File: src/rtl/k_and_s_pkg.sv
// Shared types for the K&S core: instruction decode, control states, ALU op codes.
// Also holds the branch-condition and ALU-op helpers used by the control unit.
package k_and_s_pkg;

  typedef enum logic [3:0] {
    I_NOP,
    I_LOAD,
    I_STORE,
    I_MOVE,
    I_ADD,
    I_SUB,
    I_AND,
    I_OR,
    I_BRANCH,
    I_BZERO,
    I_BNZERO,
    I_BNEG,
    I_BNNEG,
    I_BOV,
    I_BNOV,
    I_HALT
  } decoded_instruction_type;

  typedef enum logic [3:0] {
    FETCH,
    DECODE,
    LOAD_ADDR,
    LOAD_WB,
    STORE,
    MOVE,
    ALU,
    BRANCH,
    HALT
  } ctrl_state_type;

  localparam logic [1:0] ALU_OR  = 2'b00;
  localparam logic [1:0] ALU_ADD = 2'b01;
  localparam logic [1:0] ALU_SUB = 2'b10;
  localparam logic [1:0] ALU_AND = 2'b11;

  // True when the instruction redirects the PC given the registered flags.
  function automatic logic branch_taken(input decoded_instruction_type instr,
                                        input logic z, input logic n, input logic ov);
    logic taken;
    taken = 1'b0;
    case (instr)
      I_BRANCH: taken = 1'b1;
      I_BZERO:  taken = z;
      I_BNZERO: taken = !z;
      I_BNEG:   taken = n;
      I_BNNEG:  taken = !n;
      I_BOV:    taken = ov;
      I_BNOV:   taken = !ov;
      default:  taken = 1'b0;
    endcase
    return taken;
  endfunction

  function automatic logic [1:0] alu_op(input decoded_instruction_type instr);
    logic [1:0] op;
    op = ALU_OR;
    case (instr)
      I_ADD:   op = ALU_ADD;
      I_SUB:   op = ALU_SUB;
      I_AND:   op = ALU_AND;
      default: op = ALU_OR;
    endcase
    return op;
  endfunction

endpackage

File: src/rtl/control_unit.sv
// Moore sequencer for the K&S core: FETCH -> DECODE -> execute, driving datapath strobes.
// Outputs decode from the state register (ALU op from the stable IR decode); counts retired instructions.
module control_unit
  import k_and_s_pkg::*;
(
  input  logic                    clk,
  input  logic                    rst_n,
  input  decoded_instruction_type decoded_instruction,
  input  logic                    zero_op,
  input  logic                    neg_op,
  input  logic                    unsigned_overflow,
  input  logic                    signed_overflow,
  output logic                    branch,
  output logic                    pc_enable,
  output logic                    ir_enable,
  output logic                    addr_sel,
  output logic                    c_sel,
  output logic [1:0]              operation,
  output logic                    write_reg_enable,
  output logic                    flags_reg_enable,
  output logic                    ram_write_enable,
  output logic                    halt,
  output logic [15:0]             retired_count
);

  ctrl_state_type state, state_next;
  logic           retire;

  // Carry-out is not a branch condition in this ISA.
  logic unused_carry;
  assign unused_carry = unsigned_overflow;

  always_ff @(posedge clk or negedge rst_n) begin
    if (!rst_n) begin
      state         <= FETCH;
      retired_count <= 16'h0000;
    end else begin
      state <= state_next;
      if (retire) retired_count <= retired_count + 16'h0001;
    end
  end

  always_comb begin
    state_next = state;
    case (state)
      FETCH:     state_next = DECODE;
      DECODE: begin
        case (decoded_instruction)
          I_LOAD:  state_next = LOAD_ADDR;
          I_STORE: state_next = STORE;
          I_MOVE:  state_next = MOVE;
          I_ADD, I_SUB, I_AND, I_OR: state_next = ALU;
          I_BRANCH, I_BZERO, I_BNZERO, I_BNEG, I_BNNEG, I_BOV, I_BNOV:
            state_next = branch_taken(decoded_instruction, zero_op, neg_op, signed_overflow)
                         ? BRANCH : FETCH;
          I_HALT:  state_next = HALT;
          default: state_next = FETCH;
        endcase
      end
      LOAD_ADDR: state_next = LOAD_WB;
      LOAD_WB:   state_next = FETCH;
      STORE:     state_next = FETCH;
      MOVE:      state_next = FETCH;
      ALU:       state_next = FETCH;
      BRANCH:    state_next = FETCH;
      HALT:      state_next = HALT;
      default:   state_next = FETCH;
    endcase
  end

  // HALT counts as retiring since it never returns to FETCH.
  assign retire = ((state_next == FETCH) && (state != FETCH)) ||
                  ((state == DECODE) && (state_next == HALT));

  always_comb begin
    branch           = 1'b0;
    pc_enable        = 1'b0;
    ir_enable        = 1'b0;
    addr_sel         = 1'b0;
    c_sel            = 1'b0;
    operation        = ALU_OR;
    write_reg_enable = 1'b0;
    flags_reg_enable = 1'b0;
    ram_write_enable = 1'b0;
    halt             = 1'b0;
    case (state)
      FETCH: begin
        addr_sel  = 1'b1;
        ir_enable = 1'b1;
      end
      DECODE:  pc_enable = 1'b1;
      LOAD_WB: write_reg_enable = 1'b1;
      STORE:   ram_write_enable = 1'b1;
      MOVE: begin
        c_sel            = 1'b1;
        write_reg_enable = 1'b1;
      end
      ALU: begin
        operation        = alu_op(decoded_instruction);
        c_sel            = 1'b1;
        write_reg_enable = 1'b1;
        flags_reg_enable = 1'b1;
      end
      BRANCH: begin
        pc_enable = 1'b1;
        branch    = 1'b1;
      end
      HALT:    halt = 1'b1;
      default: ;
    endcase
  end

endmodule

File: config.mk
export PLATFORM = sky130hd
export DESIGN_NAME = control_unit
export DESIGN_NICKNAME = d
export VERILOG_FILES = /design/src/rtl/k_and_s_pkg.sv /design/src/rtl/control_unit.sv
export SDC_FILE = /design/constraint.sdc
export NUM_CORES = 1
export LEC_CHECK = 0
export ABC_AREA = 1
export BUFFER_PORTS_ARGS = -buffer_cell sky130_fd_sc_hd__buf_2
export CAP_MARGIN = 0
export CORE_MARGIN = 5
export CORE_UTILIZATION = 45
export DETAILED_ROUTE_END_ITERATION = 12
export PLACE_DENSITY = 0.69
export SYNTH_ARGS = -nofsm -noshare
export SYNTH_HDL_FRONTEND = slang
export SYNTH_SLANG_ARGS = --single-unit
File: constraint.sdc
create_clock -name clk -period 1.82 [get_ports clk]
set_clock_uncertainty 0.05 [all_clocks]
set_input_delay 0.364 -clock clk [delete_from_list [all_inputs] [get_ports clk]]
set_output_delay 0.364 -clock clk [all_outputs]
set_load 0.005 [all_outputs]
==> results of run 1 <==
-- layer usage --
| layer | part of all wire (%) | up-vias | track usage (%) |
|---|---|---|---|
| met5 | 0 | - | 0 |
| met4 | 0.41 | 0 | 1.91 |
| met3 | 6.2 | 2 | 4.49 |
| met2 | 44 | 42 | 23.1 |
| met1 | 50 | 701 | 21.3 |
| li1 | - | 811 | - |
-- cells in the final DEF, fill, tap and decap left out, types with 3 or more instances in the layout --
cell	count
sky130_fd_sc_hd__o21ai_0	5
sky130_fd_sc_hd__inv_1	32
sky130_fd_sc_hd__buf_2	35
sky130_fd_sc_hd__nor2_2	6
sky130_fd_sc_hd__xor2_1	10
sky130_fd_sc_hd__nand3_2	4
sky130_fd_sc_hd__nor2_1	23
sky130_fd_sc_hd__nand4_1	18
sky130_fd_sc_hd__dfrtp_1	20
sky130_fd_sc_hd__buf_4	4
sky130_fd_sc_hd__nand3_1	10
sky130_fd_sc_hd__nand2_2	5
sky130_fd_sc_hd__nand2_1	54
sky130_fd_sc_hd__o21bai_1	9
sky130_fd_sc_hd__inv_2	6
sky130_fd_sc_hd__clkbuf_4	3
sky130_fd_sc_hd__o21bai_2	7
-- registers in the layout, indices dropped and copies added (netlist names) --
signal and cells:
retired_count 16, state 4
-- where the power goes --
part / internal (uW) / switching, uW / leakage [uW]
registers: 524 / 82.6 / 0.000270
clock network: 223 / 147 / 0.0000279
logic: 431 / 795 / 0.000733
total: 1180 / 1020 / 0.00103
-- cell families (layout without fill, tap and decap cells) --
logic type                 after synthesis  after routing
and+or+nand+nor                        125            125
buffers and inverters                   45             84
AOI/OAI and AO/OA                       26             26
DFF                                     20             20
xor gates and xnor gates                10             10
adders and majority gates                1              1
-- path summary, 6_finish.rpt --
kind	from	endpoint	cells after the start
setup / recovery	state[2]	operation[1]	7
hold / removal	decoded_instruction[3]	state[3]	4
setup reg to reg	state[0]	retired_count[7]	8
hold reg to reg	state[2]	state[0]	3
max in group asynchronous	rst_n	retired_count[3]	2
min in group asynchronous	rst_n	retired_count[15]	2
-- worst register-to-register path, delay by kind of cell (launching register included) --
family                 cells  cell delay (ns)
AND/OR/NAND/NOR            3             0.43
buffers and inverters      3             0.37
AO/OA/AOI/OAI              2             0.31
flip-flops                 1             0.41
-- layout make-up --
class / instances / area, sq um / share of cell area [%]
Clock buffer: 3 / 22.5 / 1.17
Clock inverter: 1 / 30.0 / 1.56
Inverter: 39 / 149 / 7.74
Multi-Input combinational cell: 162 / 928 / 48.3
Sequential cell: 20 / 500 / 26.0
Tap cell: 46 / 57.6 / 2.99
Timing Repair Buffer: 41 / 235 / 12.2
-- timing repair --
item	4_1_cts	5_1_grt
endpoints found under the hold margin	20	0
hold buffers	1	0
endpoints found under the setup margin	2	7
pin swaps	1	2
setup buffers	2	2
gates resized for setup	2	10
-- stage by stage --
| step | total power [uW] | setup TNS (ns) | utilization [%] |
|---|---|---|---|
| after global routing | 2400 | -0.206 | 56.7 |
| after global placement | 1760 | 0 | 53.1 |
| after detailed placement | 1760 | 0 | 53.1 |
| after CTS | 2170 | 0 | 55.6 |
| after floorplan | 1520 | 0 | - |
| final | 2200 | -0.0116 | 56.7 |
==> impl_results.rst, run 1 <==
.. list-table::
   :header-rows: 1

   * - Metric
     - Value
   * - Number of enable-type register cells in the synthesized netlist
     - 0
   * - Start-to-end type of the worst setup path
     - reg2out
   * - Remaining DRCs
     - 0
   * - Sequence of cells on the critical path
     - inv_2 -> nor2_2 -> inv_2 -> nor2_4 -> nand3_2 -> nor3_2 -> buf_2
   * - Largest stage delay on the critical path
     - 0.41 ns
   * - Kind of end point of the critical path
     - primary output
   * - Area Growth Syn to Fin
     - 19.6%
   * - Max capacitance violation total
     - 0
   * - Clock buffers created by TritonCTS
     - 3
   * - Cell with the most instances after synthesis
     - sky130_fd_sc_hd__nand2_1
   * - Area of the mapped netlist
     - approximately 1600 sq um
   * - Max Root-Sink Buffers
     - 2
   * - Antenna Diode Count
     - 0
   * - Post-layout nets
     - 278
   * - Adder-cell area share of the yosys netlist
     - 0.778%
   * - Die area
     - slightly below 5000 sq um
   * - Final antenna-violating net count
     - 0
   * - Time the final worst path needs with I/O delays and setup
     - 1.83 ns
   * - Max-slew violation count
     - 0
   * - Main synth FF type
     - sky130_fd_sc_hd__dfrtp_1
   * - Clock Pin Slew Worst Setup and Hold Paths
     - ~0.12 ns
   * - Share of layout cells above drive strength 1
     - 29.7%
   * - Vias per Instance
     - 4.99
   * - Cell types with the largest area share after synthesis
     - sky130_fd_sc_hd__dfrtp_1 (31%), sky130_fd_sc_hd__nand2_1 (13%), sky130_fd_sc_hd__inv_1 (8.2%)
   * - Standby leakage power
     - 0.00103 uW
   * - Starting utilization of the core area
     - 47.4%
   * - XOR/XNOR Fraction of Synth Area
     - 5.45%
   * - Routed wire length per instance
     - 11.8 um
   * - Multiplexer share of the synthesized area
     - 0%
   * - Final hold vios
     - 0
   * - Initial antenna violation count
     - 0
   * - Routed via count
     - 1556
   * - Library cell contributing the largest single delay on the critical path
     - sky130_fd_sc_hd__dfrtp_1
   * - Overall Global Routing Usage
     - 15.0%
   * - Overflow after GRT
     - 0
   * - Final Cell Area
     - 1920 sq um
   * - Level count of the clock H-tree
     - 1
   * - Top-area cell type share of the netlist area
     - 31.1%
   * - Clock latency on the worst-skew pair
     - 0.31 ns
   * - Critical path's top delay family
     - simple AND/OR/NAND/NOR gates
   * - Estimated wirelength of the detail-placed design
     - 2610 um
   * - Most instantiated cells after synthesis
     - sky130_fd_sc_hd__nand2_1 (54), sky130_fd_sc_hd__inv_1 (35), sky130_fd_sc_hd__nor2_1 (29)
   * - Final worst-path setup slack
     - -0.0116 ns
   * - Post-detailed-routing wire length
     - about 3700 um
   * - Ports placed on the boundary
     - 37
   * - Slew Limit Headroom
     - a little over two thirds
   * - Total of warnings raised by yosys
     - 0
   * - Dominant cell type by count on the critical path
     - sky130_fd_sc_hd__inv_2
   * - Placed cell count
     - 303
   * - Required arrival time at the worst endpoint
     - between 1 and 1.5 ns
   * - Arrival time of the worst setup path
     - roughly 1.4 ns
   * - Finish-stage setup viols
     - 1
   * - Portion of the post-synthesis area used by sequential elements
     - 31.1%
   * - Netlist cell types
     - 26
   * - Placement Cell Area
     - 1800 sq um
   * - Simple-gate portion of the synthesized area
     - 36.4%
   * - Combinational family with the most area after synthesis
     - simple AND/OR/NAND/NOR gates
   * - Number of optimization iterations in the first detailed-route pass
     - 4
   * - Crit path buf inv count
     - 3
   * - Worst-path fanout max
     - 3
   * - Power per unit of standard cell area
     - between 1000 and 1500 nW/um^2
   * - Worst hold margin
     - 0.401 ns
   * - Outcome
     - finished, violations left
   * - Iteration-0 DRC count of the detailed router
     - 100
   * - Synthesized instance count
     - 227
   * - Unrepaired setup endpoints after global routing
     - yes
   * - Die width
     - approximately 70 um
   * - Flip-flop and latch count after synthesis
     - 20
   * - PortBufs
     - 35
   * - Yosys top cell by area
     - sky130_fd_sc_hd__dfrtp_1
   * - Fillcell total
     - 333
   * - Violations in the final reports
     - setup timing
   * - Number of clock sinks
     - 20
   * - TritonCTS clock tree
     - built
   * - Syn_area_per_cell
     - ~7.1 sq um
   * - Type of the tightest min-delay check
     - in2reg
   * - CTS Root Buffer Type
     - sky130_fd_sc_hd__clkbuf_4
   * - Area of the core
     - ~3400 sq um
   * - Final RePlAce weighted congestion
     - 0.819
   * - Startpoint kind of the worst setup timing path
     - register
   * - Fin cells
     - 312
   * - Post-synth ARST share
     - 100%
   * - Post-synth net total
     - about 240
   * - Worst-case register-to-register setup slack
     - 0.20 ns
   * - Actual transition at the worst max-transition pin
     - approximately 0.45 ns
   * - Share of the synthesized area in compound gates (AO/OA/AOI/OAI)
     - 13.2%
   * - Overall die height
     - 69.8 um
   * - Dpl ws
     - 0.164 ns
   * - First-pass GRT wire length
     - about 6000 um
   * - Pin count of the biggest net entering global routing
     - 21
   * - Maximum vdd drop
     - 917 uV
   * - Highest clock rate
     - 0.546 GHz
   * - Vias in the first global route
     - roughly 1400
   * - Number of rows created at floorplan
     - 21
   * - Fraction of the cycle the final worst path needs
     - 101%
No activity file was read; power rests on OpenSTA's default activity.
==> inputs of run 2 (changes only) <==
--- a/config.mk
+++ b/config.mk
@@ -12,6 +12,7 @@
 export CORE_UTILIZATION = 45
 export DETAILED_ROUTE_END_ITERATION = 12
 export PLACE_DENSITY = 0.69
+export SKIP_LAST_GASP = 1
 export SYNTH_ARGS = -nofsm -noshare
 export SYNTH_HDL_FRONTEND = slang
 export SYNTH_SLANG_ARGS = --single-unit
==> impl_results.rst, run 2 (same netlist as run 1, synthesis figures left out) <==
.. list-table::
   :header-rows: 1

   * - Metric
     - Value
   * - Required arrival time at the worst endpoint
     - 1.41 ns (about the same)
   * - Highest clock rate
     - 0.546 GHz (about the same)
   * - Clock Pin Slew Worst Setup and Hold Paths
     - 0.12 ns (about the same)
   * - Kind of end point of the critical path
     - primary output (unchanged)
   * - Outcome
     - finished, violations left (unchanged)
   * - Area of the core
     - 3390 sq um (unchanged)
   * - CTS Root Buffer Type
     - sky130_fd_sc_hd__clkbuf_4 (unchanged)
   * - Post-detailed-routing wire length
     - 3660 um (was 3670 um)
   * - Vias in the first global route
     - 1362 (unchanged)
   * - Worst-path fanout max
     - 3 (unchanged)
   * - Number of flip-flops under the largest register name
     - 16 (unchanged)
   * - Clock latency on the worst-skew pair
     - 0.31 ns (about the same)
   * - Number of clock sinks
     - 20 (unchanged)
   * - Arrival time of the worst setup path
     - 1.42 ns (about the same)
   * - Commonest cells after routing, fill and taps aside
     - sky130_fd_sc_hd__nand2_1 (54), sky130_fd_sc_hd__buf_2 (35), sky130_fd_sc_hd__inv_1 (32) (unchanged)
   * - Routed via count
     - 1560 (was 1556)
   * - Level count of the clock H-tree
     - 1 (unchanged)
   * - Overflow after GRT
     - 0 (unchanged)
   * - Routed wire length per instance
     - 11.7 um (was 11.8 um)
   * - Area of the multi-input gates
     - 928 sq um (unchanged)
   * - PortBufs
     - 35 (unchanged)
   * - Fillcell total
     - 333 (unchanged)
   * - Die area
     - 4870 sq um (unchanged)
   * - Top Registers
     - retired_count: 16 flops, state: 4 flops (unchanged)
   * - Vias per Instance
     - 5.00 (was 4.99)
   * - Post-layout nets
     - 278 (unchanged)
   * - Unrepaired setup endpoints after global routing
     - yes (unchanged)
   * - Startpoint kind of the worst setup timing path
     - register (unchanged)
   * - First-pass GRT wire length
     - 6110 um (unchanged)
   * - Area Growth Syn to Fin
     - 19.6% (unchanged)
   * - Start-to-end type of the worst setup path
     - reg2out (unchanged)
   * - Die width
     - 69.8 um (unchanged)
   * - Max-slew violation count
     - 0 (unchanged)
   * - Antenna Diode Count
     - 0 (unchanged)
   * - Reg with most FFs
     - retired_count (unchanged)
   * - Final hold vios
     - 0 (unchanged)
   * - Final antenna-violating net count
     - 0 (unchanged)
   * - Overall Global Routing Usage
     - 15.0% (unchanged)
   * - Max Root-Sink Buffers
     - 2 (unchanged)
   * - Starting utilization of the core area
     - 47.4% (unchanged)
   * - Maximum vdd drop
     - 918 uV (was 917 uV)
   * - Most frequent standard cell in the layout excluding fill and tap cells
     - sky130_fd_sc_hd__nand2_1 (unchanged)
   * - Setup TNS
     - -0.0116 ns (about the same)
   * - Finish-stage setup viols
     - 1 (unchanged)
   * - Type of the tightest min-delay check
     - in2reg (unchanged)
   * - Remaining DRCs
     - 0 (unchanged)
   * - Ports placed on the boundary
     - 37 (unchanged)
   * - Pin count of the biggest net entering global routing
     - 21 (unchanged)
   * - Violations in the final reports
     - setup timing (unchanged)
   * - Estimated wirelength of the detail-placed design
     - 2610 um (unchanged)
   * - Clock buffers created by TritonCTS
     - 3 (unchanged)
   * - Standby leakage power
     - 0.00103 uW (unchanged)
   * - Dpl ws
     - 0.164 ns (unchanged)
   * - Max capacitance violation total
     - 0 (unchanged)
   * - Power per unit of standard cell area
     - 1140 nW/um^2 (about the same)
   * - Number of optimization iterations in the first detailed-route pass
     - 4 (unchanged)
   * - Time the final worst path needs with I/O delays and setup
     - 1.83 ns (about the same)
   * - Final Cell Area
     - 1920 sq um (unchanged)
   * - Sequential cell area
     - 500 sq um (unchanged)
   * - Placement Cell Area
     - 1800 sq um (unchanged)
   * - Number of rows created at floorplan
     - 21 (unchanged)
   * - Overall die height
     - 69.8 um (unchanged)
   * - TritonCTS clock tree
     - built (unchanged)
   * - Worst-case register-to-register setup slack
     - 0.20 ns (about the same)
   * - Final worst-path setup slack
     - -0.0116 ns (about the same)
   * - Actual transition at the worst max-transition pin
     - 0.452 ns (about the same)
   * - Initial antenna violation count
     - 0 (unchanged)
   * - Final RePlAce weighted congestion
     - 0.819 (unchanged)
   * - Fraction of the cycle the final worst path needs
     - 101% (about the same)
   * - Slew Limit Headroom
     - 69.9% (was 69.8%)
   * - Iteration-0 DRC count of the detailed router
     - 88 (was 100)
   * - Share of layout cells above drive strength 1
     - 29.7% (unchanged)
## run 2: cell counts in the layout (fill, tap and decap cells not counted)
Identical to the previous run, type by type.
## run 2: final timing paths
| kind | start | endpoint | cells past startpoint |
|---|---|---|---|
| max reg2reg | state[0] | retired_count[7] | 8 |
| max | state[2] | operation[1] | 7 |
| min reg2reg | state[2] | state[0] | 3 |
| min | decoded_instruction[3] | state[3] | 4 |
| min in group asynchronous | rst_n | retired_count[15] | 2 |
| max in group asynchronous | rst_n | retired_count[3] | 2 |
## run 2: through the flow
stage	util [%]	power, uW	hold WS, ns	instances
2_1_floorplan	-	1520	0.0184	227
6_report	56.7	2200	0.401	312
3_5_place_dp	53.1	1760	0.289	303
5_1_grt	56.7	2400	0.398	312
4_1_cts	55.6	2170	0.389	310
3_3_place_gp	53.1	1760	0.291	303
## run 2: repair_timing
action / 4_1_cts / 5_1_grt
setup endpoints to repair: 2 / 7
gates resized for setup: 2 / 10
pin swaps: 1 / 2
setup buffers: 2 / 2
hold buffers: 1 / 0
endpoints found under the hold margin: 20 / 0
## run 2: power breakdown
| part | total (uW) | switching [uW] | internal [uW] |
|---|---|---|---|
| sequential | 606 | 82.4 | 524 |
| combinational | 1230 | 795 | 431 |
| clock | 369 | 147 | 223 |
## run 2: layer usage
metal / track usage (%) / vias up / part of all wire (%) / routed length (um)
li1: - / 811 / - / -
met1: 21.3 / 705 / 49 / 1800
met2: 23.1 / 42 / 44 / 1600
met3: 4.49 / 2 / 6.7 / 244
met4: 1.91 / 0 / 0.41 / 15
met5: 0 / - / 0 / 0
## run 2: area by class of cell
type	count	area share (%)
multi-input cells	162	48.3
flip-flops and latches	20	26.0
repair buffers	41	12.2
inverters	39	7.74
well taps	46	2.99
clock inverters	1	1.56
clock buffers	3	1.17
## run 2: critical path, cell delays in order, from the launching register on
cell	delay [ns]
sky130_fd_sc_hd__dfrtp_1	0.41
sky130_fd_sc_hd__inv_2	0.05
sky130_fd_sc_hd__nor2_2	0.11
sky130_fd_sc_hd__inv_2	0.06
sky130_fd_sc_hd__nor2_4	0.11
sky130_fd_sc_hd__nand3_2	0.09
sky130_fd_sc_hd__nor3_2	0.14
sky130_fd_sc_hd__buf_2	0.14
